`config.mk`:
```
export PLATFORM = sky130hd
export DESIGN_NAME = fir_filter_param
export DESIGN_NICKNAME = d
export VERILOG_FILES = /design/src/rtl/fir_pkg.sv /design/src/rtl/fir_round_sat.sv /design/src/rtl/fir_filter_param.sv
export SDC_FILE = /design/constraint.sdc
export NUM_CORES = 1
export LEC_CHECK = 0
export BUFFER_PORTS_ARGS = -buffer_cell sky130_fd_sc_hd__buf_2
export CORE_ASPECT_RATIO = 0.7
export CORE_MARGIN = 2
export CORE_UTILIZATION = 50
export DETAILED_ROUTE_END_ITERATION = 16
export PLACE_DENSITY = 0.66
export SLEW_MARGIN = 10
export SYNTH_ARGS = -nofsm -noshare
export SYNTH_HDL_FRONTEND = slang
export SYNTH_SLANG_ARGS = --single-unit
```
`constraint.sdc`:
```
create_clock -name clk -period 5.58 [get_ports clk]
set_input_delay 0.279 -clock clk [delete_from_list [all_inputs] [get_ports clk]]
set_output_delay 0.279 -clock clk [all_outputs]
set_load 0.05 [all_outputs]
```
`src/rtl/fir_pkg.sv`:
```
// Shared definitions for the FIR filter family.
// Holds the default widths and the helpers that size the accumulator and
// give the saturation limits for a signed output of a given width.
package fir_pkg;

  localparam int DATA_W_DEF = 8;
  localparam int COEF_W_DEF = 8;
  localparam int OUT_W_DEF  = 16;
  localparam int TAPS_DEF   = 5;

  // Room for TAPS full-precision products, so the sum never overflows.
  function automatic int acc_width(input int data_w, input int coef_w, input int taps);
    return data_w + coef_w + $clog2(taps);
  endfunction

  function automatic longint sat_max(input int out_w);
    return (longint'(1) <<< (out_w - 1)) - longint'(1);
  endfunction

  function automatic longint sat_min(input int out_w);
    return -(longint'(1) <<< (out_w - 1));
  endfunction

endpackage

```
`src/rtl/fir_round_sat.sv`:
```
// Combinational rounding right-shift followed by saturation to OUT_W.
// Ports:
//   acc_i  - signed accumulator, ACC_W bits
//   y_o    - rounded, saturated result, OUT_W bits signed
//   clip_o - high when y_o was clipped to the max or min limit
module fir_round_sat
  import fir_pkg::*;
#(
  parameter int ACC_W = 19,
  parameter int OUT_W = 16,
  parameter int SHIFT = 0
) (
  input  logic [ACC_W-1:0] acc_i,
  output logic [OUT_W-1:0] y_o,
  output logic             clip_o
);

  // Internal width: holds acc plus the rounding bias and both output limits.
  localparam int EW = ((ACC_W + 1 > OUT_W) ? ACC_W + 1 : OUT_W) + 1;
  localparam logic signed [EW-1:0] MAX_V = EW'(sat_max(OUT_W));
  localparam logic signed [EW-1:0] MIN_V = EW'(sat_min(OUT_W));

  logic signed [EW-1:0] ext;
  logic signed [EW-1:0] r;

  assign ext = {{(EW - ACC_W){acc_i[ACC_W-1]}}, acc_i};

  generate
    if (SHIFT > 0) begin : g_round
      // Round half up: add half an output LSB, then floor-shift.
      localparam logic signed [EW-1:0] HALF = EW'(longint'(1) <<< (SHIFT - 1));
      assign r = (ext + HALF) >>> SHIFT;
    end else begin : g_pass
      assign r = ext;
    end
  endgenerate

  always_comb begin
    y_o    = r[OUT_W-1:0];
    clip_o = 1'b0;
    if (r > MAX_V) begin
      y_o    = MAX_V[OUT_W-1:0];
      clip_o = 1'b1;
    end else if (r < MIN_V) begin
      y_o    = MIN_V[OUT_W-1:0];
      clip_o = 1'b1;
    end
  end

endmodule

```
`src/rtl/fir_filter_param.sv`:
```
// Programmable-coefficient direct-form FIR filter.
// Valid-qualified delay line, registered products, then a sum/round/saturate
// stage. A sample accepted at edge t gives out_valid after edge t+2.
// Ports:
//   clk, rst            - clock, synchronous active-high reset
//   coef_we/addr/data   - coefficient write port (addr >= TAPS ignored)
//   in_valid, x_in      - input sample and its qualifier
//   out_valid, y_out    - filtered result and its qualifier
//   sat_flag            - y_out was clipped (qualified by out_valid)
module fir_filter_param
  import fir_pkg::*;
#(
  parameter int DATA_W = DATA_W_DEF,
  parameter int COEF_W = COEF_W_DEF,
  parameter int TAPS   = TAPS_DEF,
  parameter int OUT_W  = OUT_W_DEF,
  parameter int SHIFT  = 0
) (
  input  logic                     clk,
  input  logic                     rst,
  input  logic                     coef_we,
  input  logic [$clog2(TAPS)-1:0]  coef_addr,
  input  logic [COEF_W-1:0]        coef_data,
  input  logic                     in_valid,
  input  logic [DATA_W-1:0]        x_in,
  output logic                     out_valid,
  output logic [OUT_W-1:0]         y_out,
  output logic                     sat_flag
);

  localparam int AW    = $clog2(TAPS);
  localparam int PW    = DATA_W + COEF_W;
  localparam int ACC_W = acc_width(DATA_W, COEF_W, TAPS);

  logic signed [DATA_W-1:0] tap_q      [TAPS];
  logic signed [DATA_W-1:0] tap_d      [TAPS];
  logic signed [COEF_W-1:0] coef_q     [TAPS];
  logic signed [COEF_W-1:0] coef_d     [TAPS];
  // Bank as it was one cycle earlier: a sample taken in the same cycle as a
  // write is multiplied by the coefficient that was in force when it arrived.
  logic signed [COEF_W-1:0] coef_use_q [TAPS];
  logic signed [PW-1:0]     p_q        [TAPS];
  logic signed [PW-1:0]     p_d        [TAPS];

  logic                     v0_q, v1_q, out_valid_q, sat_q;
  logic [OUT_W-1:0]         y_q;
  logic signed [ACC_W-1:0]  acc_d;
  logic [OUT_W-1:0]         r_d;
  logic                     clip_d;

  generate
    for (genvar k = 0; k < TAPS; k++) begin : g_tap
      if (k == 0) begin : g_head
        assign tap_d[k] = in_valid ? $signed(x_in) : tap_q[k];
      end else begin : g_body
        assign tap_d[k] = in_valid ? tap_q[k-1] : tap_q[k];
      end
      assign coef_d[k] = (coef_we && (coef_addr == AW'(k))) ? $signed(coef_data) : coef_q[k];
      assign p_d[k]    = PW'(tap_q[k]) * PW'(coef_use_q[k]);
    end
  endgenerate

  always_comb begin
    acc_d = '0;
    for (int k = 0; k < TAPS; k++) begin
      acc_d = acc_d + ACC_W'(p_q[k]);
    end
  end

  fir_round_sat #(
    .ACC_W (ACC_W),
    .OUT_W (OUT_W),
    .SHIFT (SHIFT)
  ) u_round_sat (
    .acc_i  (acc_d),
    .y_o    (r_d),
    .clip_o (clip_d)
  );

  always_ff @(posedge clk) begin
    if (rst) begin
      tap_q       <= '{default: '0};
      coef_q      <= '{default: '0};
      coef_use_q  <= '{default: '0};
      p_q         <= '{default: '0};
      v0_q        <= 1'b0;
      v1_q        <= 1'b0;
      out_valid_q <= 1'b0;
      y_q         <= '0;
      sat_q       <= 1'b0;
    end else begin
      tap_q       <= tap_d;
      coef_q      <= coef_d;
      coef_use_q  <= coef_q;
      p_q         <= p_d;
      v0_q        <= in_valid;
      v1_q        <= v0_q;
      out_valid_q <= v1_q;
      if (v1_q) begin
        y_q   <= r_d;
        sat_q <= clip_d;
      end
    end
  end

  assign out_valid = out_valid_q;
  assign y_out     = y_q;
  assign sat_flag  = sat_q;

endmodule

```
==> results.md <==
* GPL Wtd Cong at 0.8636
* Die width at 249.5 um
* Die Y at 175.8 um
* Most frequent cell after synthesis: inv_1
* Biggest area consumer among synthesized cells: fa_1
* Area grow syn2layout at 7.077%
* Vias in the first global route at 14.44k
* H-tree levels at 1
* Diodes inserted at 0
* Setup TNS at 0 ns
* Final Max Tran Viols at 0
* Ports at 41
* Switching power at 0.8649 mW
* Commonest cells post-synth: inv_1 (479), fa_1 (325), dfxtp_1 (220), nand2_1 (192), and2_1 (187)
* Worst reg2reg path endpoint: y_out[9]
* FF-to-FF setup slack at 0.82 ns
* Final min period at 4.762 ns
* Hold-fix buffers, CTS at 0
* Count of final setup violators at 0
* CTS sink cnt at 220
* Static leakage at between 10 and 15 nW
* Total grt overflow at 0
* Nets at 2793
* CTS clock-pin slew for the worst setup and hold paths at 0.06 ns
* CTS tree: done
* Worst VDD drop at 0.0002015 V
* Peak Freq at about 210 MHz
* Die area at 43870 um^2
* Number of post-CTS setup repair buffers at 0
* Worst setup endpoint: y_out[9]
* Avg Cell Area, Syn at 9.247 um^2
* Sequential share of power at between 40% and 50%
* Setup CP Type: reg -> reg
* Num rows at 62
* Clk_lat worst skew at roughly 0.54 ns
* Worst slew margin at 40.65%
* CP startpoint: p_q[1]
* Reg-to-Reg Start: p_q[1]
* Share of layout cells above drive strength 1 at 4.793%
* Synth top area cells: fa_1 (31%), dfxtp_1 (21%), ha_1 (9.7%)
* Slew @ Worst Pin at 0.8902 ns
* RSZ-0062 raised after global routing: false
* CP max FO at 12
* Crit. End Element: flop
* ANT nets after route at 0
* Buffers on Ports at 40
* Total Routing Usage GR at between 20% and 30%
* CTS root buffer: clkbuf_16
* FF+latch count, synth at 220
* Tcrit/Tclk final at 85.35%
* Post-synth top area share at 30.85%
* Vias at 14.00k
* Number of synthesized flops with an enable pin at 0
* Mapped cell area at 21090 um^2
* Comb pwr share at 6.4%
* Most common flop cell mapped by yosys: dfxtp_1
* Crit path DAT at around 5.2 ns
* MaxCap Viol Count at 0
* Post-cts sizing count at 0
* Register area share after synthesis at 20.88%
* Critical path data required time at 5.97 ns
* Sw Ratio at 24.09%
* Routed wire length at 45930 um
* Worst hold margin at between 0.02 and 0.03 ns
* Antenna violations before repair at 1
* Vias per cell at 4.931
* Initial core utilization at 51.01%
* Routed WL per cell at 16.18 um
* Largest net degree at the start of global routing at 117
* # DRC at 0
* First-pass GRT wire length at 76560 um
* Pwr dens at 159.0 nW/um^2
* Post-DP HPWL at around 38000 um
* Ys async rst share at 0%
* Status: complete, no violations
* Reg2reg path depth at 17
* Clock share of power at 48.1%
* Fin Clk Skew at just under 0.02 ns
* Buffer depth of the longest clock path at 3
* Final hold vios at 0
* Core area at 41350 um^2
* Internal power at 2.726 mW
* Startpoint Class: flop
* Post-synthesis instance total at around 2.3k
* HP Class: in -> reg
* Cts bufs inserted at 23
* Syn Nets at approximately 2.8k
* Distinct cell type count after synthesis at 56
* Synth warnings at 0
* 1st-iter DRT viols at approximately 780
* Detailed Routing Iterations Pass 1 at 5
## worst min path at each step
stage	from	to	slack (ns)	cells past startpoint
floorplan	v0_q	v1_q	0.41	1
global placement	v0_q	v1_q	0.42	1
detailed placement	v0_q	v1_q	0.42	1
CTS	x_in[4]	tap_q[36]	0.001	3
global route	x_in[3]	tap_q[35]	0.03	3
finish	x_in[6]	tap_q[38]	0.03	3
## power groups by stage
stage,clock [mW],sequential (mW),combinational (mW)
after floorplan,0,1.67,0.155
after global placement,0,1.67,0.228
after detailed placement,0,1.67,0.231
after CTS,1.77,1.63,0.232
after global routing,1.83,1.64,0.255
final,1.73,1.63,0.231
## cells in the final DEF (no fill, tap or decap), drive strengths merged, types with 14 or more instances in the layout
cell,count
fa,325
nor3,18
a211oi,14
and2,188
ha,164
buf,50
clkbuf,26
dfxtp,220
inv,480
nor2b,79
a21o,21
o21ai,41
nand2b,40
nand2,192
xnor2,57
a21oi,71
xor2,24
mux2i,48
nor2,137
## metal layers
layer	vias up	track usage (%)	part of all wire, %
li1	6878	-	-
met1	6808	33.86	52
met2	283	32.11	41
met3	29	4.209	6.0
met4	0	3.138	1.1
met5	-	0	0
## critical path, cell delays in order, from the launching register on
cell and delay, ns:
dfxtp_1 0.30, inv_1 0.05, fa_1 0.48, fa_1 0.48, inv_1 0.05, fa_1 0.50
ha_1 0.16, inv_1 0.06, fa_1 0.45, nand2b_1 0.18, a21oi_1 0.23, o31a_1 0.31
a2111oi_4 0.11, a311oi_2 0.34, o211ai_1 0.34, a21boi_1 0.23, buf_4 0.24, a211oi_1 0.09
## layout make-up
cell class / count / area [um^2]
Inverter: 479 / 1798
Fill cell: 3735 / 18760
Timing Repair Buffer: 50 / 294.0
Clock inverter: 13 / 227.7
Sequential cell: 220 / 4404
Clock buffer: 26 / 596.8
Multi-Input combinational cell: 1507 / 14580
Tap cell: 544 / 680.7
## per-stage QoR
| stage | cell area (um^2) | utilization, % | cells | power (mW) | worst slack, ns |
|---|---|---|---|---|---|
| 5_1_grt | 22580 | 54.62 | 2839 | 3.719 | 0.5611 |
| 4_1_cts | 22580 | 54.62 | 2839 | 3.635 | 0.8094 |
| 2_1_floorplan | 21090 | - | 2281 | 1.823 | 1.235 |
| 3_5_place_dp | 21760 | 52.63 | 2800 | 1.900 | 0.8053 |
| 6_report | 22580 | 54.62 | 2839 | 3.591 | 0.8176 |
| 3_3_place_gp | 21760 | 52.63 | 2800 | 1.895 | 0.8963 |
## state kept, by name, indices dropped and copies added, names as in the netlist
signal / cells
p_q: 80
coef_q: 40
coef_use_q: 40
tap_q: 40
y_out: 16
out_valid: 1
sat_flag: 1
v0_q: 1
v1_q: 1
## cells by family (layout without fill, tap and decap cells)
| logic type | Yosys count | after routing | share of synthesized area [%] |
|---|---|---|---|
| xor+xnor | 81 | 81 | 3.364 |
| flops | 220 | 220 | 20.88 |
| mux | 51 | 51 | 2.438 |
| fa+ha+maj | 489 | 489 | 40.58 |
| simple gates | 687 | 687 | 16.50 |
| buf+inv | 554 | 568 | 9.978 |
| compound gates | 199 | 199 | 6.265 |
Note: power is estimated with default switching activity, not from simulation.
